**src/rtl/redmule_obi2axi_bridge.sv**
```systemverilog
// OBI data-port to single-beat AXI4 bridge for the RedMulE tile.
// One outstanding transaction; reads and writes serialised by an FSM.
package redmule_tile_pkg;

  localparam int AXI_DATA_ID_W = 2;
  localparam logic [1:0] AXI_BURST_INCR = 2'b01;

  typedef struct packed {
    logic [31:0] addr;
    logic        we;
    logic [3:0]  be;
    logic [31:0] wdata;
    logic [0:0]  aid;
  } obi_a_t;

  typedef struct packed {
    logic   req;
    obi_a_t a;
  } core_data_req_t;

  typedef struct packed {
    logic [31:0] rdata;
    logic [0:0]  rid;
    logic        err;
  } obi_r_t;

  typedef struct packed {
    logic   gnt;
    logic   rvalid;
    obi_r_t r;
  } core_data_rsp_t;

  typedef struct packed {
    logic [AXI_DATA_ID_W-1:0] id;
    logic [31:0] addr;
    logic [7:0]  len;
    logic [2:0]  size;
    logic [1:0]  burst;
    logic        lock;
    logic [3:0]  cache;
    logic [2:0]  prot;
    logic [3:0]  qos;
    logic [3:0]  region;
    logic [5:0]  atop;
    logic [0:0]  user;
  } axi_aw_t;

  typedef struct packed {
    logic [31:0] data;
    logic [3:0]  strb;
    logic        last;
    logic [0:0]  user;
  } axi_w_t;

  typedef struct packed {
    logic [AXI_DATA_ID_W-1:0] id;
    logic [1:0] resp;
    logic [0:0] user;
  } axi_b_t;

  typedef struct packed {
    logic [AXI_DATA_ID_W-1:0] id;
    logic [31:0] addr;
    logic [7:0]  len;
    logic [2:0]  size;
    logic [1:0]  burst;
    logic        lock;
    logic [3:0]  cache;
    logic [2:0]  prot;
    logic [3:0]  qos;
    logic [3:0]  region;
    logic [0:0]  user;
  } axi_ar_t;

  typedef struct packed {
    logic [AXI_DATA_ID_W-1:0] id;
    logic [31:0] data;
    logic [1:0]  resp;
    logic        last;
    logic [0:0]  user;
  } axi_r_t;

  typedef struct packed {
    axi_aw_t aw;
    logic    aw_valid;
    axi_w_t  w;
    logic    w_valid;
    logic    b_ready;
    axi_ar_t ar;
    logic    ar_valid;
    logic    r_ready;
  } core_axi_data_req_t;

  typedef struct packed {
    logic   aw_ready;
    logic   w_ready;
    axi_b_t b;
    logic   b_valid;
    logic   ar_ready;
    axi_r_t r;
    logic   r_valid;
  } core_axi_data_rsp_t;

endpackage

module redmule_obi2axi_bridge
  import redmule_tile_pkg::*;
#(
  parameter type obi_req_t = core_data_req_t,
  parameter type obi_rsp_t = core_data_rsp_t,
  parameter type axi_req_t = core_axi_data_req_t,
  parameter type axi_rsp_t = core_axi_data_rsp_t,
  parameter logic [AXI_DATA_ID_W-1:0] AXI_ID = '0,
  parameter logic [3:0] AXI_CACHE = 4'b0010
) (
  input  logic     clk_i,
  input  logic     rst_i,
  input  obi_req_t obi_req_i,
  output obi_rsp_t obi_rsp_o,
  output axi_req_t axi_req_o,
  input  axi_rsp_t axi_rsp_i
);

  typedef enum logic [2:0] {
    IDLE, WR, WB, RD_A, RD_R, RSP
  } state_e;

  state_e      state_q, state_d;
  logic [31:0] addr_q;
  logic [3:0]  be_q;
  logic [31:0] wdata_q;
  logic [0:0]  aid_q;
  logic        aw_done_q, aw_done_d;
  logic        w_done_q, w_done_d;
  logic [31:0] rdata_q, rdata_d;
  logic        err_q, err_d;
  logic        gnt;
  logic        aw_valid, w_valid;
  logic        aw_hs, w_hs;
  logic        unused_rsp;

  assign gnt = obi_req_i.req & (state_q == IDLE) & ~rst_i;
  assign aw_valid = (state_q == WR) & ~aw_done_q;
  assign w_valid  = (state_q == WR) & ~w_done_q;
  assign aw_hs = aw_valid & axi_rsp_i.aw_ready;
  assign w_hs  = w_valid & axi_rsp_i.w_ready;

  always_comb begin
    state_d   = state_q;
    aw_done_d = aw_done_q;
    w_done_d  = w_done_q;
    rdata_d   = rdata_q;
    err_d     = err_q;
    unique case (state_q)
      IDLE: begin
        if (gnt) begin
          state_d   = obi_req_i.a.we ? WR : RD_A;
          aw_done_d = 1'b0;
          w_done_d  = 1'b0;
        end
      end
      WR: begin
        aw_done_d = aw_done_q | aw_hs;
        w_done_d  = w_done_q | w_hs;
        if (aw_done_d && w_done_d) state_d = WB;
      end
      WB: begin
        if (axi_rsp_i.b_valid) begin
          err_d   = axi_rsp_i.b.resp[1];
          rdata_d = '0;
          state_d = RSP;
        end
      end
      RD_A: begin
        if (axi_rsp_i.ar_ready) state_d = RD_R;
      end
      RD_R: begin
        if (axi_rsp_i.r_valid) begin
          rdata_d = axi_rsp_i.r.data;
          err_d   = axi_rsp_i.r.resp[1];
          state_d = RSP;
        end
      end
      RSP:     state_d = IDLE;
      default: state_d = IDLE;
    endcase
  end

  always_ff @(posedge clk_i) begin
    if (rst_i) begin
      state_q   <= IDLE;
      addr_q    <= '0;
      be_q      <= '0;
      wdata_q   <= '0;
      aid_q     <= '0;
      aw_done_q <= 1'b0;
      w_done_q  <= 1'b0;
      rdata_q   <= '0;
      err_q     <= 1'b0;
    end else begin
      state_q   <= state_d;
      aw_done_q <= aw_done_d;
      w_done_q  <= w_done_d;
      rdata_q   <= rdata_d;
      err_q     <= err_d;
      if (gnt) begin
        addr_q  <= obi_req_i.a.addr;
        be_q    <= obi_req_i.a.be;
        wdata_q <= obi_req_i.a.wdata;
        aid_q   <= obi_req_i.a.aid;
      end
    end
  end

  always_comb begin
    axi_req_o          = '0;
    axi_req_o.aw.id    = AXI_ID;
    axi_req_o.aw.addr  = addr_q;
    axi_req_o.aw.size  = 3'd2;
    axi_req_o.aw.burst = AXI_BURST_INCR;
    axi_req_o.aw.cache = AXI_CACHE;
    axi_req_o.aw_valid = aw_valid;
    axi_req_o.w.data   = wdata_q;
    axi_req_o.w.strb   = be_q;
    axi_req_o.w.last   = 1'b1;
    axi_req_o.w_valid  = w_valid;
    axi_req_o.b_ready  = (state_q == WB);
    axi_req_o.ar.id    = AXI_ID;
    axi_req_o.ar.addr  = addr_q;
    axi_req_o.ar.size  = 3'd2;
    axi_req_o.ar.burst = AXI_BURST_INCR;
    axi_req_o.ar.cache = AXI_CACHE;
    axi_req_o.ar_valid = (state_q == RD_A);
    axi_req_o.r_ready  = (state_q == RD_R);
  end

  always_comb begin
    obi_rsp_o         = '0;
    obi_rsp_o.gnt     = gnt;
    obi_rsp_o.rvalid  = (state_q == RSP);
    obi_rsp_o.r.rdata = rdata_q;
    obi_rsp_o.r.rid   = aid_q;
    obi_rsp_o.r.err   = err_q;
  end

  assign unused_rsp = ^{axi_rsp_i.b.id, axi_rsp_i.b.user,
                        axi_rsp_i.b.resp[0], axi_rsp_i.r.id,
                        axi_rsp_i.r.resp[0], axi_rsp_i.r.last,
                        axi_rsp_i.r.user};

endmodule
```
**config.mk**
```make
export PLATFORM = sky130hd
export DESIGN_NAME = redmule_obi2axi_bridge
export DESIGN_NICKNAME = d
export VERILOG_FILES = /design/src/rtl/redmule_obi2axi_bridge.sv
export SDC_FILE = /design/constraint.sdc
export NUM_CORES = 1
export LEC_CHECK = 0
export BUFFER_PORTS_ARGS = -buffer_cell sky130_fd_sc_hd__buf_2
export CAP_MARGIN = 0
export CORE_AREA = 2 2 130 132
export DETAILED_ROUTE_END_ITERATION = 12
export DIE_AREA = 0 0 132 134
export GPL_ROUTABILITY_DRIVEN = 0
export HOLD_SLACK_MARGIN = 0.08
export SYNTH_ARGS = -nofsm -noshare
export SYNTH_HDL_FRONTEND = slang
export SYNTH_SLANG_ARGS = --single-unit
export TNS_END_PERCENT = 1
```
**constraint.sdc**
```tcl
create_clock -name clk_i -period 1.45 [get_ports clk_i]
set_input_delay 0.2175 -clock clk_i [delete_from_list [all_inputs] [get_ports clk_i]]
set_output_delay 0.2175 -clock clk_i [all_outputs]
set_load 0.1 [all_outputs]
```
==> metrics.md, run 1 <==
| Metric | Value |
|---|---|
| Total of max-cap violations | `0` |
| Synthesized area per cell | `8.19 sq um` |
| Worst Hold End | `be_q[1]$_SDFFE_PP0P_` |
| Area Growth Syn to Fin | `40.3%` |
| CTS tree | `done` |
| Switching pwr | `8.66 mW` |
| Design internal power | `6.65 mW` |
| Clock power share | `15.8%` |
| Critical path's largest stage delay | `400 ps` |
| WHS | `99.8 ps` |
| Dpl hpwl | `9200 um` |
| Clk Latency, worst-skew pair | `350 ps` |
| Worst R2R Start | `state_q[1]$_SDFFE_PP0P_` |
| Antenna Nets Post-Route | `0` |
| Fin. Hold Viols | `0` |
| WL final | `12700 um` |
| Worst hold path class | `primary input to flip-flop` |
| Worst Reg2Reg Path Length in Cells | `6` |
| Flops & latches, synth | `107` |
| N_diodes | `0` |
| Reg clk slew, reported paths | `80 ps` |
| R2R setup slack | `-40 ps` |
| Detailed router's first-iteration violation count | `153` |
| PortBufs | `252` |
| # clock sinks | `107` |
| Comb pwr share | `60.0%` |
| Sequential power share | `24.2%` |
| Vias post-DR | `4282` |
| Post-synthesis sequential area ratio | `45.4%` |
| Die H | `134 um` |
| Setup CP Type | `flip-flop to primary output` |
| Mapped Area | `4720 sq um` |
| Crit. End Element | `primary output` |
| First-pass GRT wire length | `19300 um` |
| Starting Density | `29.0%` |
| DIE AREA | `17700 sq um` |
| Total GRT Usage | `13.7%` |
| Wire per inst | `12.3 um` |
| Min Tclk post-route | `1550 ps` |
| Post-Syn Instances | `576` |
| Core area | `16300 sq um` |
| Final number of setup-violating endpoints | `34` |
| Drt first pass iters | `4` |
| Vias/cell | `4.16` |
| I/O pin count | `334` |
| CP max FO | `8` |
| Clock skew | `8.99 ps` |
| PwrDens | `2310 nW/um^2` |
| Die W | `132 um` |
| Unrepaired setup endpoints after global routing | `true` |
| Largest net degree at the start of global routing | `64` |
| Tcrit/Tclk final | `107%` |
| Yosys warning count | `0` |
| Final worst slack | `-99.1 ps` |
| Clock buffer count from CTS | `9` |
| Fmax | `0.646 GHz` |
| CTS H-Tree Depth | `3` |
| Layout net count | `926` |
| Initial antenna violation count | `0` |
| CP max stage cell | `dfxtp_4` |
| Layout cells sized above 1 | `43.3%` |
| Worst Path Required | `1230 ps` |
| Residual DRC | `0` |
| Status | `finished, violations left` |
| Vias in the first global route | `3742` |
| Worst-case vdd ir drop | `0.889 mV` |
| Critical-path cell list | `buf_4 > and3b_2 > buf_12` |
| Switching share of power | `56.6%` |
| Failing checks | `negative setup slack` |
| Worst hold stages | `3` |
| Critical Path AT | `1330 ps` |
| Root buf cell | `clkbuf_16` |
| Rows | `47` |
| Element type at the critical path start | `flip-flop` |
| Clock buffer depth | `2` |
| GR Overflow Total | `0` |
| Setup Slack @ Placement | `-3.16 ps` |
| Slew Limit Fails | `0` |
| LEAKAGE | `3.21 nW` |
| Hold_sp | `obi_req_i[34]` |
| Synth cell types | `32` |
| Reg2Reg Capture Point | `wdata_q[20]$_SDFFE_PP0P_` |
-- critical path: cells and delay by family (launching register included) --
| kind | cells | cell delay (ps) |
|---|---|---|
| buffers and inverters | 2 | 360 |
| AND/OR/NAND/NOR | 1 | 220 |
| flip-flops | 1 | 400 |
-- worst max-delay path by stage --
| stage | from | to | slack, ps |
|---|---|---|---|
| after global routing | state_q[2]$_SDFFE_PP0P_ | obi_rsp_o[35] | -170 |
| after detailed placement | state_q[2]$_SDFFE_PP0P_ | addr_q[7]$_SDFFE_PP0P_ | -3 |
| after CTS | state_q[2]$_SDFFE_PP0P_ | obi_rsp_o[35] | -120 |
| after floorplan | state_q[0]$_SDFFE_PP0P_ | axi_req_o[66] | -180 |
| after global placement | state_q[2]$_SDFFE_PP0P_ | obi_rsp_o[35] | 10 |
| final | state_q[0]$_SDFFE_PP0P_ | obi_rsp_o[34] | -100 |
-- power by group through the flow --
stage	Combinational, mW	Clock [mW]	Sequential (mW)
2_1_floorplan	4.79	0	6.57
3_3_place_gp	8.83	0	3.77
3_5_place_dp	8.83	0	3.79
4_1_cts	9.13	2.53	3.72
5_1_grt	9.57	2.66	3.79
6_report	9.19	2.41	3.71
-- registers in the layout, summed over array words and instances (netlist names) --
register / flops
addr_q: 32
rdata_q: 32
wdata_q: 32
be_q: 4
state_q: 3
aid_q: 1
aw_done_q: 1
err_q: 1
w_done_q: 1
-- cell usage after synthesis --
cell type	instances	share of area [%]
conb_1	2	0.16
nand3b_1	4	0.64
buf_6	8	1.9
nor4bb_1	1	0.21
buf_2	8	0.85
nor4b_4	1	0.50
a2bb2oi_1	1	0.19
buf_4	109	17
nand2_1	141	11
o22ai_1	2	0.27
a221oi_1	1	0.19
a211oi_1	1	0.16
mux2i_1	2	0.42
nor2_1	39	3.1
nand2b_1	3	0.40
nor3_1	4	0.42
a31oi_1	3	0.40
clkbuf_1	21	1.7
inv_1	2	0.16
clkbuf_2	1	0.11
and3b_1	2	0.37
nor2b_1	1	0.13
a21o_1	1	0.16
a21oi_1	71	7.5
and3_1	2	0.27
o21ai_0	1	0.11
buf_1	1	0.079
o21ai_1	1	0.11
nor3b_1	2	0.32
dfxtp_1	107	45
o21a_1	1	0.16
a22oi_1	32	5.1
-- metrics by stage --
stage	util, %	cells	area, sq um	TNS (ps)	power, mW
final	40.6	1030	6620	-961	15.3
after global placement	36.5	997	5940	0	12.6
after floorplan	-	646	5040	-4810	11.4
after global routing	40.6	1030	6620	-7570	16.0
after CTS	39.7	1030	6460	-1950	15.4
after detailed placement	36.5	997	5940	-3.16	12.6
-- cell type report --
type                            instances  area, sq um
Sequential cell                       107         2150
Multi-Input combinational cell        389         2010
Timing Repair Buffer                  296         1870
Clock inverter                          5         42.5
Tap cell                              220          275
Inverter                                2         11.3
Fill cell                            1699         9670
Clock buffer                           11          253
-- cell families (layout without fill, tap and decap cells) --
family | Yosys count | after routing | synth area share [%]
simple gates | 200 | 200 | 17.6
buf+inv | 150 | 314 | 22.1
compound gates | 115 | 115 | 14.3
flops | 107 | 107 | 45.4
other cells | 2 | 72 | 0.159
mux | 2 | 2 | 0.424
-- layer usage --
layer / GRT usage [%] / up-vias / wire length, um
met5: 0 / - / 0
met4: 4.35 / 0 / 174
met3: 4.69 / 12 / 959
met2: 23.8 / 173 / 6400
met1: 15.9 / 1935 / 5130
li1: - / 2162 / -
-- placed cells by master (no fill, tap or decap), types with 2 or more instances in the layout --
cell type / instances
nand2b_1: 3
buf_4: 18
a21oi_1: 56
dlygate4sd3_1: 11
buf_6: 6
buf_12: 17
clkbuf_16: 9
mux2i_1: 2
inv_6: 2
and3_1: 2
clkbuf_8: 2
o22ai_1: 2
conb_1: 72
nand2_1: 139
a31oi_1: 3
dfxtp_1: 104
nor3_1: 4
buf_2: 244
dfxtp_4: 3
nor2_1: 34
a21oi_2: 15
nor2_4: 4
a22oi_1: 13
a22oi_2: 19
and3b_2: 2
nand3b_1: 4
-- timing repair --
item,CTS,global route
endpoints found under the hold margin,11,0
gates resized for setup,22,36
setup endpoints to repair,9,103
pin swaps,5,0
hold buffers,11,0
setup buffers,6,0
(Power assumes the default switching activity.)
==> run 2, diff against run 1 <==
--- a/config.mk
+++ b/config.mk
@@ -5,11 +5,12 @@
 export SDC_FILE = /design/constraint.sdc
 export NUM_CORES = 1
 export LEC_CHECK = 0
+export ABC_AREA = 1
 export BUFFER_PORTS_ARGS = -buffer_cell sky130_fd_sc_hd__buf_2
 export CAP_MARGIN = 0
-export CORE_AREA = 2 2 130 132
+export CORE_AREA = 2 2 128 130
 export DETAILED_ROUTE_END_ITERATION = 12
-export DIE_AREA = 0 0 132 134
+export DIE_AREA = 0 0 130 132
 export GPL_ROUTABILITY_DRIVEN = 0
 export HOLD_SLACK_MARGIN = 0.08
 export SYNTH_ARGS = -nofsm -noshare
==> metrics.md, run 2 <==
| Metric | Value |
|---|---|
| Status | `finished, violations left` |
| Failing checks | `negative setup slack` |
| Layout cells sized above 1 | `38.3%` |
| CP max FO | `3` |
| Top Registers | `addr_q (32), rdata_q (32), wdata_q (32)` |
| Flops & latches, synth | `107` |
| Final worst slack | `-285 ps` |
| First-pass GRT wire length | `19700 um` |
| Largest net degree at the start of global routing | `40` |
| Rows | `46` |
| PortBufs | `252` |
| Vias post-DR | `4450` |
| GR Overflow Total | `0` |
| Reg clk slew, reported paths | `70 ps` |
| Total of max-cap violations | `0` |
| Drt first pass iters | `4` |
| EDFF count, synth | `0` |
| Synth cell types | `24` |
| Total GRT Usage | `14.6%` |
| Most frequent cells in the layout | `buf_2 (241), nand2_1 (147), dfxtp_1 (103), inv_1 (77), conb_1 (72)` |
| Antenna Nets Post-Route | `0` |
| WHS | `99.4 ps` |
| Detailed router's first-iteration violation count | `169` |
| Initial antenna violation count | `0` |
| Leading area contributor after synthesis | `dfxtp_1` |
| Vias in the first global route | `3995` |
| Tightest Pin Transition | `727 ps` |
| Mapped Area | `4850 sq um` |
| Element type at the critical path start | `flip-flop` |
| DIE AREA | `17200 sq um` |
| Fin. Hold Viols | `0` |
| Post-synthesis sequential area ratio | `44.2%` |
| Synthesized area per cell | `7.85 sq um` |
| I/O pin count | `334` |
| Fmax | `0.576 GHz` |
| Final Util | `45.3%` |
| N_diodes | `0` |
| Share of the synthesized area in the top cell type | `44.2%` |
| Tcrit/Tclk final | `120%` |
| Vias/cell | `3.93` |
| PwrDens | `2400 nW/um^2` |
| Crit. End Element | `primary output` |
| Critical Path AT | `1520 ps` |
| Commonest non-fill, non-tap cell in the layout | `buf_2` |
| Slew Limit Fails | `0` |
| Worst-case vdd ir drop | `1.08 mV` |
| Core area | `15700 sq um` |
| Unrepaired setup endpoints after global routing | `true` |
| Residual DRC | `0` |
| CTS tree | `done` |
| Area contributors post-synth | `dfxtp_1 (44%), buf_4 (17%), nand2_1 (11%)` |
| Count leader, synth | `nand2_1` |
| Post-synth top cells | `nand2_1 (148), buf_4 (113), dfxtp_1 (107), inv_1 (79), o21ai_0 (42)` |
| Starting Density | `30.9%` |
| Die H | `132 um` |
| Final number of setup-violating endpoints | `53` |
| Clock skew | `4.68 ps` |
| Setup CP Type | `flip-flop to primary output` |
| # clock sinks | `107` |
| Clock buffer count from CTS | `9` |
| Die W | `130 um` |
| Slew HR | `51.4%` |
| Async SR Flop Fraction | `0%` |
| Worst Path Required | `1230 ps` |
| Post-Syn Instances | `618` |
| LEAKAGE | `3.48 nW` |
| WL final | `13200 um` |
| Post-synth top flop | `dfxtp_1` |
| Min Tclk post-route | `1730 ps` |
| Area Growth Syn to Fin | `46.7%` |
| Clock buffer depth | `2` |
| Root buf cell | `clkbuf_16` |
| Dpl hpwl | `9310 um` |
| Worst hold path class | `primary input to flip-flop` |
| Layout net count | `1033` |
| Wire per inst | `11.7 um` |
| Clk Latency, worst-skew pair | `350 ps` |
| CTS H-Tree Depth | `3` |
| Yosys warning count | `0` |
run 2: worst paths after layout:
| check | startpoint | endpoint | slack, ps | depth (start not counted) |
|---|---|---|---|---|
| worst max register to register | state_q[2]$_SDFFE_PP0P_ | rdata_q[25]$_SDFFE_PP0P_ | -120 | 6 |
| worst min register to register | err_q$_SDFFE_PP0P_ | err_q$_SDFFE_PP0P_ | 440 | 2 |
| worst max-delay path | state_q[2]$_SDFFE_PP0P_ | obi_rsp_o[35] | -280 | 8 |
| worst min-delay path | obi_req_i[29] | wdata_q[28]$_SDFFE_PP0P_ | 100 | 3 |
run 2: kinds of logic (layout without fill, tap and decap cells):
group,after synthesis,count (layout),synth area share [%]
compound gates,111,111,13.0
simple gates,181,181,15.5
other cells,2,72,0.155
flops,107,107,44.2
buf+inv,217,446,27.2
run 2: worst max-delay path: stages (launching register included):
cell	delay [ps]
dfxtp_2	340
buf_6	120
nor2_4	130
nand2_4	70
nor2_4	90
nand2_2	60
inv_2	70
buf_12	110
buf_12	160
run 2: area by class of cell:
type	count	area (sq um)
Timing Repair Buffer	347	2350
Fill cell	1598	8600
Multi-Input combinational cell	364	1720
Clock buffer	11	253
Tap cell	216	270
Clock inverter	5	46.3
Inverter	83	315
Sequential cell	107	2150
run 2: through the flow:
stage	power, mW	TNS, ps	setup slack (ps)	std cells	instance area (sq um)
3_5_place_dp	14.3	-4510	-134	1048	6060
5_1_grt	17.8	-14740	-375	1133	7110
3_3_place_gp	14.3	-3150	-111	1048	6060
4_1_cts	17.1	-4970	-327	1133	7070
2_1_floorplan	12.8	-4900	-141	688	5140
6_report	17.0	-4480	-285	1133	7110
run 2: per-layer routing:
layer | part of all wire (%) | vias up | track usage (%)
li1 | - | 2285 | -
met1 | 41 | 1961 | 16.7
met2 | 50 | 190 | 25.7
met3 | 7.3 | 14 | 3.57
met4 | 1.4 | 0 | 5.73
met5 | 0 | - | 0
run 2: timing repair:
item                       4_1_cts  5_1_grt
hold buffers                    66        0
setup endpoints to repair      105      115
buffers inserted                 3        0
resized for setup               13       33
pin swaps                       11       17
hold endpoints to repair        66        0
run 2: power breakdown:
part	internal [mW]	total, mW	switching (mW)	leakage, nW
clock network	1.29	2.44	1.15	0.148
registers	3.55	3.93	0.382	0.875
logic	2.15	10.7	8.52	2.46
==> run 3, diff against run 2 <==
--- a/config.mk
+++ b/config.mk
@@ -13,6 +13,7 @@
 export DIE_AREA = 0 0 130 132
 export GPL_ROUTABILITY_DRIVEN = 0
 export HOLD_SLACK_MARGIN = 0.08
+export RECOVER_POWER = 25
 export SYNTH_ARGS = -nofsm -noshare
 export SYNTH_HDL_FRONTEND = slang
 export SYNTH_SLANG_ARGS = --single-unit
==> metrics.md, run 3 (synthesis results as in run 2) <==
| Metric | Value |
|---|---|
| Vias in the first global route | `3995` |
| R2R setup slack | `-120 ps` |
| Unrepaired setup endpoints after global routing | `true` |
| Total GRT Usage | `14.6%` |
| Fmax | `0.576 GHz` |
| CP startpoint | `state_q[2]$_SDFFE_PP0P_` |
| Antenna Nets Post-Route | `0` |
| Root buf cell | `clkbuf_16` |
| Tcrit/Tclk final | `120%` |
| CP max stage cell | `dfxtp_2` |
| DIE AREA | `17200 sq um` |
| Critical path's largest stage delay | `340 ps` |
| Reg2Reg Capture Point | `rdata_q[25]$_SDFFE_PP0P_` |
| LEAKAGE | `3.48 nW` |
| Status | `finished, violations left` |
| Commonest non-fill, non-tap cell in the layout | `buf_2` |
| Worst hold path class | `primary input to flip-flop` |
| GR Overflow Total | `0` |
| Wire per inst | `11.7 um` |
| Vias/cell | `3.93` |
| Comb pwr share | `62.6%` |
| Worst Path Required | `1230 ps` |
| Switching share of power | `59.1%` |
| PwrDens | `2400 nW/um^2` |
| Rows | `46` |
| Failing checks | `negative setup slack` |
| Most frequent cells in the layout | `buf_2 (241), nand2_1 (147), dfxtp_1 (103), inv_1 (77), conb_1 (72)` |
| Worst Reg2Reg Path Length in Cells | `6` |
| # clock sinks | `107` |
| Final number of setup-violating endpoints | `53` |
| Clock buffer depth | `2` |
| Vias post-DR | `4448` |
| CP max FO | `3` |
| WHS | `99.4 ps` |
| CTS tree | `done` |
| Reg clk slew, reported paths | `70 ps` |
| Clk Latency, worst-skew pair | `350 ps` |
| Dpl hpwl | `9310 um` |
| Die H | `132 um` |
| Critical Path AT | `1520 ps` |
| Initial antenna violation count | `0` |
| Slew Limit Fails | `0` |
| Worst-case vdd ir drop | `1.08 mV` |
| Fin. Hold Viols | `0` |
| Delay-heaviest family, CP | `buffers and inverters` |
| Setup CP Type | `flip-flop to primary output` |
| Design Area, Final | `7100 sq um` |
| Crit path to | `obi_rsp_o[35]` |
| Min Tclk post-route | `1730 ps` |
| Design internal power | `6.96 mW` |
| Largest net degree at the start of global routing | `40` |
| Element type at the critical path start | `flip-flop` |
| Starting Density | `30.9%` |
| Area Growth Syn to Fin | `46.4%` |
| Residual DRC | `0` |
| Drt first pass iters | `4` |
| Detailed router's first-iteration violation count | `171` |
| Final Util | `45.2%` |
| Die W | `130 um` |
| Sequential power share | `23.1%` |
| Core area | `15700 sq um` |
| Clock skew | `5.46 ps` |
| CTS H-Tree Depth | `3` |
| Layout cells sized above 1 | `38.3%` |
| PortBufs | `252` |
| Clock power share | `14.3%` |
| Layout net count | `1033` |
| Dpl cell area | `6060 sq um` |
| WL final | `13200 um` |
| I/O pin count | `334` |
| Switching pwr | `10.0 mW` |
| N_diodes | `0` |
| Buf/Inv on CP | `4` |
| Worst R2R Start | `state_q[2]$_SDFFE_PP0P_` |
| Total of max-cap violations | `0` |
| Tightest Pin Transition | `727 ps` |
| Critical-path cell list | `buf_6 > nor2_4 > nand2_4 > nor2_4 > nand2_2 > inv_2 > buf_12 > buf_12` |
| Top Registers | `addr_q (32), rdata_q (32), wdata_q (32)` |
| Final worst slack | `-285 ps` |
| First-pass GRT wire length | `19700 um` |
| WP depth | `8` |
| Slew HR | `51.4%` |
| Clock buffer count from CTS | `9` |
| Total power | `17.0 mW` |
| Crit. End Element | `primary output` |
| # fillers | `1600` |
[run 3: changes by cell type in the layout (fill, tap and decap cells not counted), sizes merged]
cell | before | now
buf | 278 | 277
clkbuf | 14 | 15
[run 3: metal layers]
layer	global-route usage, %	routed length, um	vias up
met3	3.57	972	14
li1	-	-	2285
met2	25.7	6680	190
met1	16.7	5400	1959
met5	0	0	-
met4	5.73	190	0
[run 3: final cells by class]
cell class	count	area, sq um	area share [%]
Tap cell	216	270	3.81
Timing Repair Buffer	347	2340	32.9
Clock inverter	5	46.3	0.652
Clock buffer	11	253	3.56
Multi-Input combinational cell	364	1720	24.3
Inverter	83	315	4.44
Sequential cell	107	2150	30.3
[run 3: power groups by stage]
stage / registers [mW] / clock network [mW] / logic (mW)
6_report: 3.93 / 2.44 / 10.6
5_1_grt: 4.01 / 2.68 / 11.1
4_1_cts: 3.93 / 2.55 / 10.6
3_5_place_dp: 3.98 / 0 / 10.3
3_3_place_gp: 3.96 / 0 / 10.3
2_1_floorplan: 7.58 / 0 / 5.23
[run 3: through the flow]
| stage | instances | setup WS, ps | setup TNS [ps] |
|---|---|---|---|
| CTS | 1133 | -327 | -4970 |
| floorplan | 688 | -141 | -4900 |
| detailed placement | 1048 | -134 | -4510 |
| global route | 1133 | -375 | -14740 |
| finish | 1133 | -285 | -4490 |
| global placement | 1048 | -111 | -3150 |
[run 3: how the worst min path moves through the flow]
stage                        startpoint                  endpoint  depth (start not counted)
after floorplan           obi_req_i[38]    addr_q[0]$_SDFFE_PP0P_                          2
after global placement    obi_req_i[46]    addr_q[8]$_SDFFE_PP0P_                          3
after detailed placement  obi_req_i[47]    addr_q[9]$_SDFFE_PP0P_                          3
after CTS                 axi_rsp_i[11]   rdata_q[6]$_SDFFE_PP0P_                          3
after global routing      axi_rsp_i[33]  rdata_q[28]$_SDFFE_PP0P_                          3
final                     obi_req_i[29]  wdata_q[28]$_SDFFE_PP0P_                          3
[run 3: tightest hold or removal path, stage by stage]
cell and delay [ps]:
buf_2 80, nor2_1 30, nor2_1 80
[run 3: timing repair]
action	4_1_cts	5_1_grt
pin swaps	11	17
setup endpoints to repair	105	115
endpoints found under the hold margin	66	0
gates resized for setup	13	33
hold buffers	66	0
buffers inserted	3	0
